**config.mk**
```make
export PLATFORM = sky130hd
export DESIGN_NAME = c1541_sd_arb
export DESIGN_NICKNAME = d
export VERILOG_FILES = /design/src/rtl/c1541_sd_arb.sv
export SDC_FILE = /design/constraint.sdc
export NUM_CORES = 1
export LEC_CHECK = 0
export ABC_CLOCK_PERIOD_IN_PS = 4800
export BUFFER_PORTS_ARGS = -buffer_cell sky130_fd_sc_hd__clkbuf_2
export CAP_MARGIN = 5
export CORE_AREA = 5 5 96 98
export DETAILED_ROUTE_END_ITERATION = 8
export DIE_AREA = 0 0 101 103
export PLACE_DENSITY = 0.82
export SLEW_MARGIN = 20
export SYNTH_ARGS = -nofsm -noshare
export SYNTH_HDL_FRONTEND = slang
export SYNTH_SLANG_ARGS = --single-unit
```
**constraint.sdc**
```tcl
create_clock -name clk_sys -period 4.8 [get_ports clk_sys]
set_input_delay 0.96 -clock clk_sys [delete_from_list [all_inputs] [get_ports clk_sys]]
set_output_delay 0.96 -clock clk_sys [all_outputs]
set_load 0.01 [all_outputs]
```
**src/rtl/c1541_sd_arb.sv**
```systemverilog
// Round-robin arbiter sharing one SD block port among up to four C1541 drive ports.
// Optional REQ watchdog enabled by defining C1541_SD_ARB_TIMEOUT_EN.
module c1541_sd_arb #(
  parameter int DRIVES = 4,
  parameter int TMO_W  = 24
) (
  input  logic                  clk_sys,
  input  logic                  reset,
  input  logic [32*DRIVES-1:0]  drv_lba,
  input  logic [6*DRIVES-1:0]   drv_sz,
  input  logic [DRIVES-1:0]     drv_rd,
  input  logic [DRIVES-1:0]     drv_wr,
  output logic [DRIVES-1:0]     drv_ack,
  output logic [DRIVES-1:0]     drv_buff_wr,
  input  logic [8*DRIVES-1:0]   drv_buff_din,
  output logic [DRIVES-1:0]     drv_err,
  output logic [31:0]           sd_lba,
  output logic [5:0]            sd_sz,
  output logic                  sd_rd,
  output logic                  sd_wr,
  input  logic                  sd_ack,
  input  logic                  sd_buff_wr,
  output logic [7:0]            sd_buff_din,
  output logic                  busy
);

  typedef enum logic [1:0] {IDLE, REQ, XFER, REL} state_t;

  state_t      state_reg, state_next;
  logic [1:0]  gnt_reg, gnt_next;
  logic [1:0]  rr_ptr_reg, rr_ptr_next;
  logic        op_wr_reg, op_wr_next;
  logic [31:0] lba_reg, lba_next;
  logic [5:0]  sz_reg, sz_next;
  logic [DRIVES-1:0] req;
  logic        found;
  logic [1:0]  sel;
  logic        timeout;

  assign req = drv_rd | drv_wr;

  // Scan downward so the requester closest to rr_ptr is the last (winning) assignment.
  always_comb begin
    found = 1'b0;
    sel   = rr_ptr_reg;
    for (int k = DRIVES - 1; k >= 0; k--) begin
      if (req[(int'(rr_ptr_reg) + k) % DRIVES]) begin
        found = 1'b1;
        sel   = 2'((int'(rr_ptr_reg) + k) % DRIVES);
      end
    end
  end

  always_comb begin
    state_next  = state_reg;
    gnt_next    = gnt_reg;
    rr_ptr_next = rr_ptr_reg;
    op_wr_next  = op_wr_reg;
    lba_next    = lba_reg;
    sz_next     = sz_reg;
    case (state_reg)
      IDLE: if (found) begin
        gnt_next   = sel;
        op_wr_next = ~drv_rd[sel];
        lba_next   = drv_lba[32*sel +: 32];
        sz_next    = drv_sz[6*sel +: 6];
        state_next = REQ;
      end
      REQ: begin
        if (sd_ack)
          state_next = XFER;
        else if (timeout)
          state_next = REL;
      end
      XFER: if (!sd_ack) state_next = REL;
      REL: begin
        rr_ptr_next = (int'(gnt_reg) == DRIVES - 1) ? 2'd0 : gnt_reg + 2'd1;
        state_next  = IDLE;
      end
      default: state_next = IDLE;
    endcase
  end

  always_ff @(posedge clk_sys) begin
    if (reset) begin
      state_reg  <= IDLE;
      gnt_reg    <= 2'd0;
      rr_ptr_reg <= 2'd0;
      op_wr_reg  <= 1'b0;
      lba_reg    <= 32'd0;
      sz_reg     <= 6'd0;
    end else begin
      state_reg  <= state_next;
      gnt_reg    <= gnt_next;
      rr_ptr_reg <= rr_ptr_next;
      op_wr_reg  <= op_wr_next;
      lba_reg    <= lba_next;
      sz_reg     <= sz_next;
    end
  end

`ifdef C1541_SD_ARB_TIMEOUT_EN
  logic [TMO_W-1:0] wd_reg;

  always_ff @(posedge clk_sys) begin
    if (reset)
      wd_reg <= '0;
    else if (state_reg != REQ)
      wd_reg <= '0;
    else
      wd_reg <= wd_reg + 1'b1;
  end

  // A real ack in the same cycle takes precedence over the abort.
  assign timeout = (state_reg == REQ) && !sd_ack && (&wd_reg);
`else
  assign timeout = 1'b0;
`endif

  assign busy        = (state_reg != IDLE);
  assign sd_rd       = (state_reg == REQ) && !op_wr_reg;
  assign sd_wr       = (state_reg == REQ) && op_wr_reg;
  assign sd_lba      = lba_reg;
  assign sd_sz       = sz_reg;
  assign sd_buff_din = drv_buff_din[8*gnt_reg +: 8];

  // Ack and buffer strobes reach only the granted drive; stale acks in IDLE are dropped.
  generate
    for (genvar gi = 0; gi < DRIVES; gi++) begin : g_route
      logic sel_gi;
      assign sel_gi          = busy && (gnt_reg == 2'(gi));
      assign drv_ack[gi]     = sel_gi && sd_ack;
      assign drv_buff_wr[gi] = sel_gi && sd_ack && sd_buff_wr;
      assign drv_err[gi]     = timeout && (gnt_reg == 2'(gi));
    end
  endgenerate

endmodule

```
==> out/qor.yml <==
outcome:
  outcome: "completed"
sta:
  fin_tns_setup_ns: 0
  slew_viol_final: 0
  max_freq_mhz: 291.1
  hold_viol: 0
  grt_setup_unrepaired: "no"
  period_share_pct: 71.57
  worst_pin_slew_ns: 1.073
  skew_ns: 0.003184
  setup_viol: 0
  fin_crit_ns: 3.435
  slew_headroom_pct: 28.35
synth:
  async_flop_share_pct: 0
  syn-cell-area_sq_um: 3348
  yosys-top-cells-count: "68 x mux2i_1, 45 x dfxtp_1, 33 x nand2_1"
  synth_warnings: 0
  synth_top_area_cell: "dfxtp_1"
  synth_most_common_cell: "mux2i_1"
  synth_top_area_share_pct: 26.91
  synth_area_per_cell_sq_um: 9.275
  ys_ff_latch: 45
  synth_cell_types: 46
  syn_inst: 361
  synth_area_leaders: "dfxtp_1 27%, mux2i_1 20%, o221ai_1 7.1%, mux4_2 5.4%, a211oi_1 5.2%"
  synth_edf_count: 0
  synth.yosys.seq_area_share_pct: 26.91
  synth_ff_type: "dfxtp_1"
power:
  p_per_area_nw_per_um2: 390.9
  sequentialPowerShare_pct: 32.9
  peakVddDrop_v: 0.0001716
  clockPowerShare_pct: 16.0
  pwr-share-comb_pct: 51.0
  swShare_pct: 41.25
  switchingPower_mw: 0.7615
  intPower_mw: 1.084
  p_leak_nw: 2.523
  power.total_mw: 1.846
routing:
  wl_microns: 12180
  vias: 3778
  drt_iter0_drc: 85
  ant_nets: 0
  dr.pass1.iters: 4
  drc: 0
  wl_per_cell_microns: 17.30
  vias_per_cell: 5.366
die:
  row_count: 34
  die_area_sq_um: 10400
  die_h_microns: 103
  core_sq_um: 8381
  fp.dieW_microns: 101
  num_io_pins: 257
  start_util_pct: 39.95
global_route:
  grt_max_degree: 39
  grt_first_pass_wirelength_microns: 18280
  grt_overflow: 0
  grt_usage_pct: 22.12
  antenna_found_initial: 0
  grt_pass1_vias: 3835
finish:
  area_growth_pct: 41.03
  largest_reg_flops: 32
  num_antenna_cells: 0
  fin_cells: 704
  drive_gt1_share_pct: 48.32
  post-route-util_pct: 56.35
  postLayoutCellArea_sq_um: 4722
  nets: 799
clock_network:
  clock-sinks: 45
  numCtsBuffers: 5
  cts.clk_slew.worst_paths_ns: 0.09
  cts_tree: "built"
  cts_setup_buffers: 0
  clk_latency_ns: 0.29
  cts_resized: 0
  cts_hold_buf: 0
  cts_max_path_buffers: 2
  cts_root_buffer: "clkbuf_8"
  h-tree-depth: 2
placed_design:
  dp.final_hpwl_microns: 10040
  gp_congestion: 0.9341
  place_inst: 696
  placed_cell_area_sq_um: 4603
  io_buffers: 252
min_path:
  worst_hold_path_type: "flop to flop"
critical_path:
  path_class: "input pin to flop"
  cp.arrival_ns: 3.57
  start_kind: "input pin"
  worstSetupEndpointType: "flop"
  cp_max_fo: 38
  required_ns: 4.94
run:
  drv_cap: 0
-- metal layers --
metal | part of all wire (%) | vias to the layer above | global-route usage [%]
li1 | - | 1822 | -
met1 | 36 | 1750 | 23.55
met2 | 53 | 187 | 42.38
met3 | 9.3 | 19 | 4.939
met4 | 2.0 | 0 | 8.282
met5 | 0 | - | 0
-- power groups by stage --
stage	combinational, mW	sequential [mW]	clock (mW)
after floorplan	0.541	0.651	0
after global placement	0.919	0.609	0
after detailed placement	0.947	0.617	0
after CTS	0.949	0.609	0.305
after global routing	1.03	0.626	0.316
final	0.942	0.608	0.296
-- kinds of logic (layout without fill, tap and decap cells) --
kind of cell | count (synthesis) | count (layout) | share of synthesized area [%]
flip-flops | 45 | 45 | 26.91
AO/OA/AOI/OAI | 82 | 82 | 21.49
adder cells (fa/ha/maj) | 8 | 8 | 2.990
other | 1 | 4 | 0.1120
multiplexers | 77 | 77 | 26.16
AND/OR/NAND/NOR | 100 | 100 | 14.72
buffers and inverters | 48 | 280 | 7.623
-- critical path, cell delays in order --
cell and delay [ns]:
clkbuf_2 0.12, nor2_2 0.10, o311ai_2 0.88, a21o_4 0.59, buf_4 0.49, mux2i_1 0.25
o221ai_1 0.15
-- layout make-up --
type | instances | area [sq um]
Tap cell | 108 | 135.1
Multi-Input combinational cell | 271 | 2227
Inverter | 17 | 63.81
Timing Repair Buffer | 255 | 1284
Clock inverter | 2 | 38.79
Fill cell | 771 | 3659
Clock buffer | 6 | 72.57
Sequential cell | 45 | 900.9
-- metrics by stage --
stage	hold WS, ns	worst slack [ns]
final	0.4766	1.365
after global routing	0.4944	1.178
after CTS	0.4810	1.361
after detailed placement	0.4548	1.027
after global placement	0.4448	1.236
after floorplan	0.5027	2.109
-- cell usage in the layout (no fill, tap or decap), drive strengths merged --
master	n
a311oi	1
mux2i	68
o22ai	1
nand2	33
nor2	22
bufinv	1
nand2b	1
o211ai	1
a21o	2
or2	1
a21oi	4
mux2	1
conb	4
o21ba	1
a21bo	1
or4	2
buf	3
o21ai	1
and3	4
clkinv	1
inv	17
nor2b	25
o31a	1
o21bai	1
a211oi	23
clkbuf	258
dfxtp	45
a31oi	3
o311ai	1
o221ai	28
and2	6
ha	8
mux4	8
a2111oi	12
nor3	3
nor4	1
nand3	2
a2bb2oi	1
-- path summary, 6_finish.rpt --
path,start,endpoint,slack [ns],depth (start not counted)
worst max-delay path,drv_rd[2],sd_lba[21]$_SDFFE_PP0P_,1.36,7
worst min-delay path,sd_sz[5]$_SDFFE_PP0P_,sd_sz[5]$_SDFFE_PP0P_,0.48,2
worst max register to register,rr_ptr_reg[0]$_SDFFE_PP0N_,sd_lba[21]$_SDFFE_PP0P_,2.06,5
worst min register to register,sd_sz[5]$_SDFFE_PP0P_,sd_sz[5]$_SDFFE_PP0P_,0.48,2
Power figures use the tool's default switching activity.
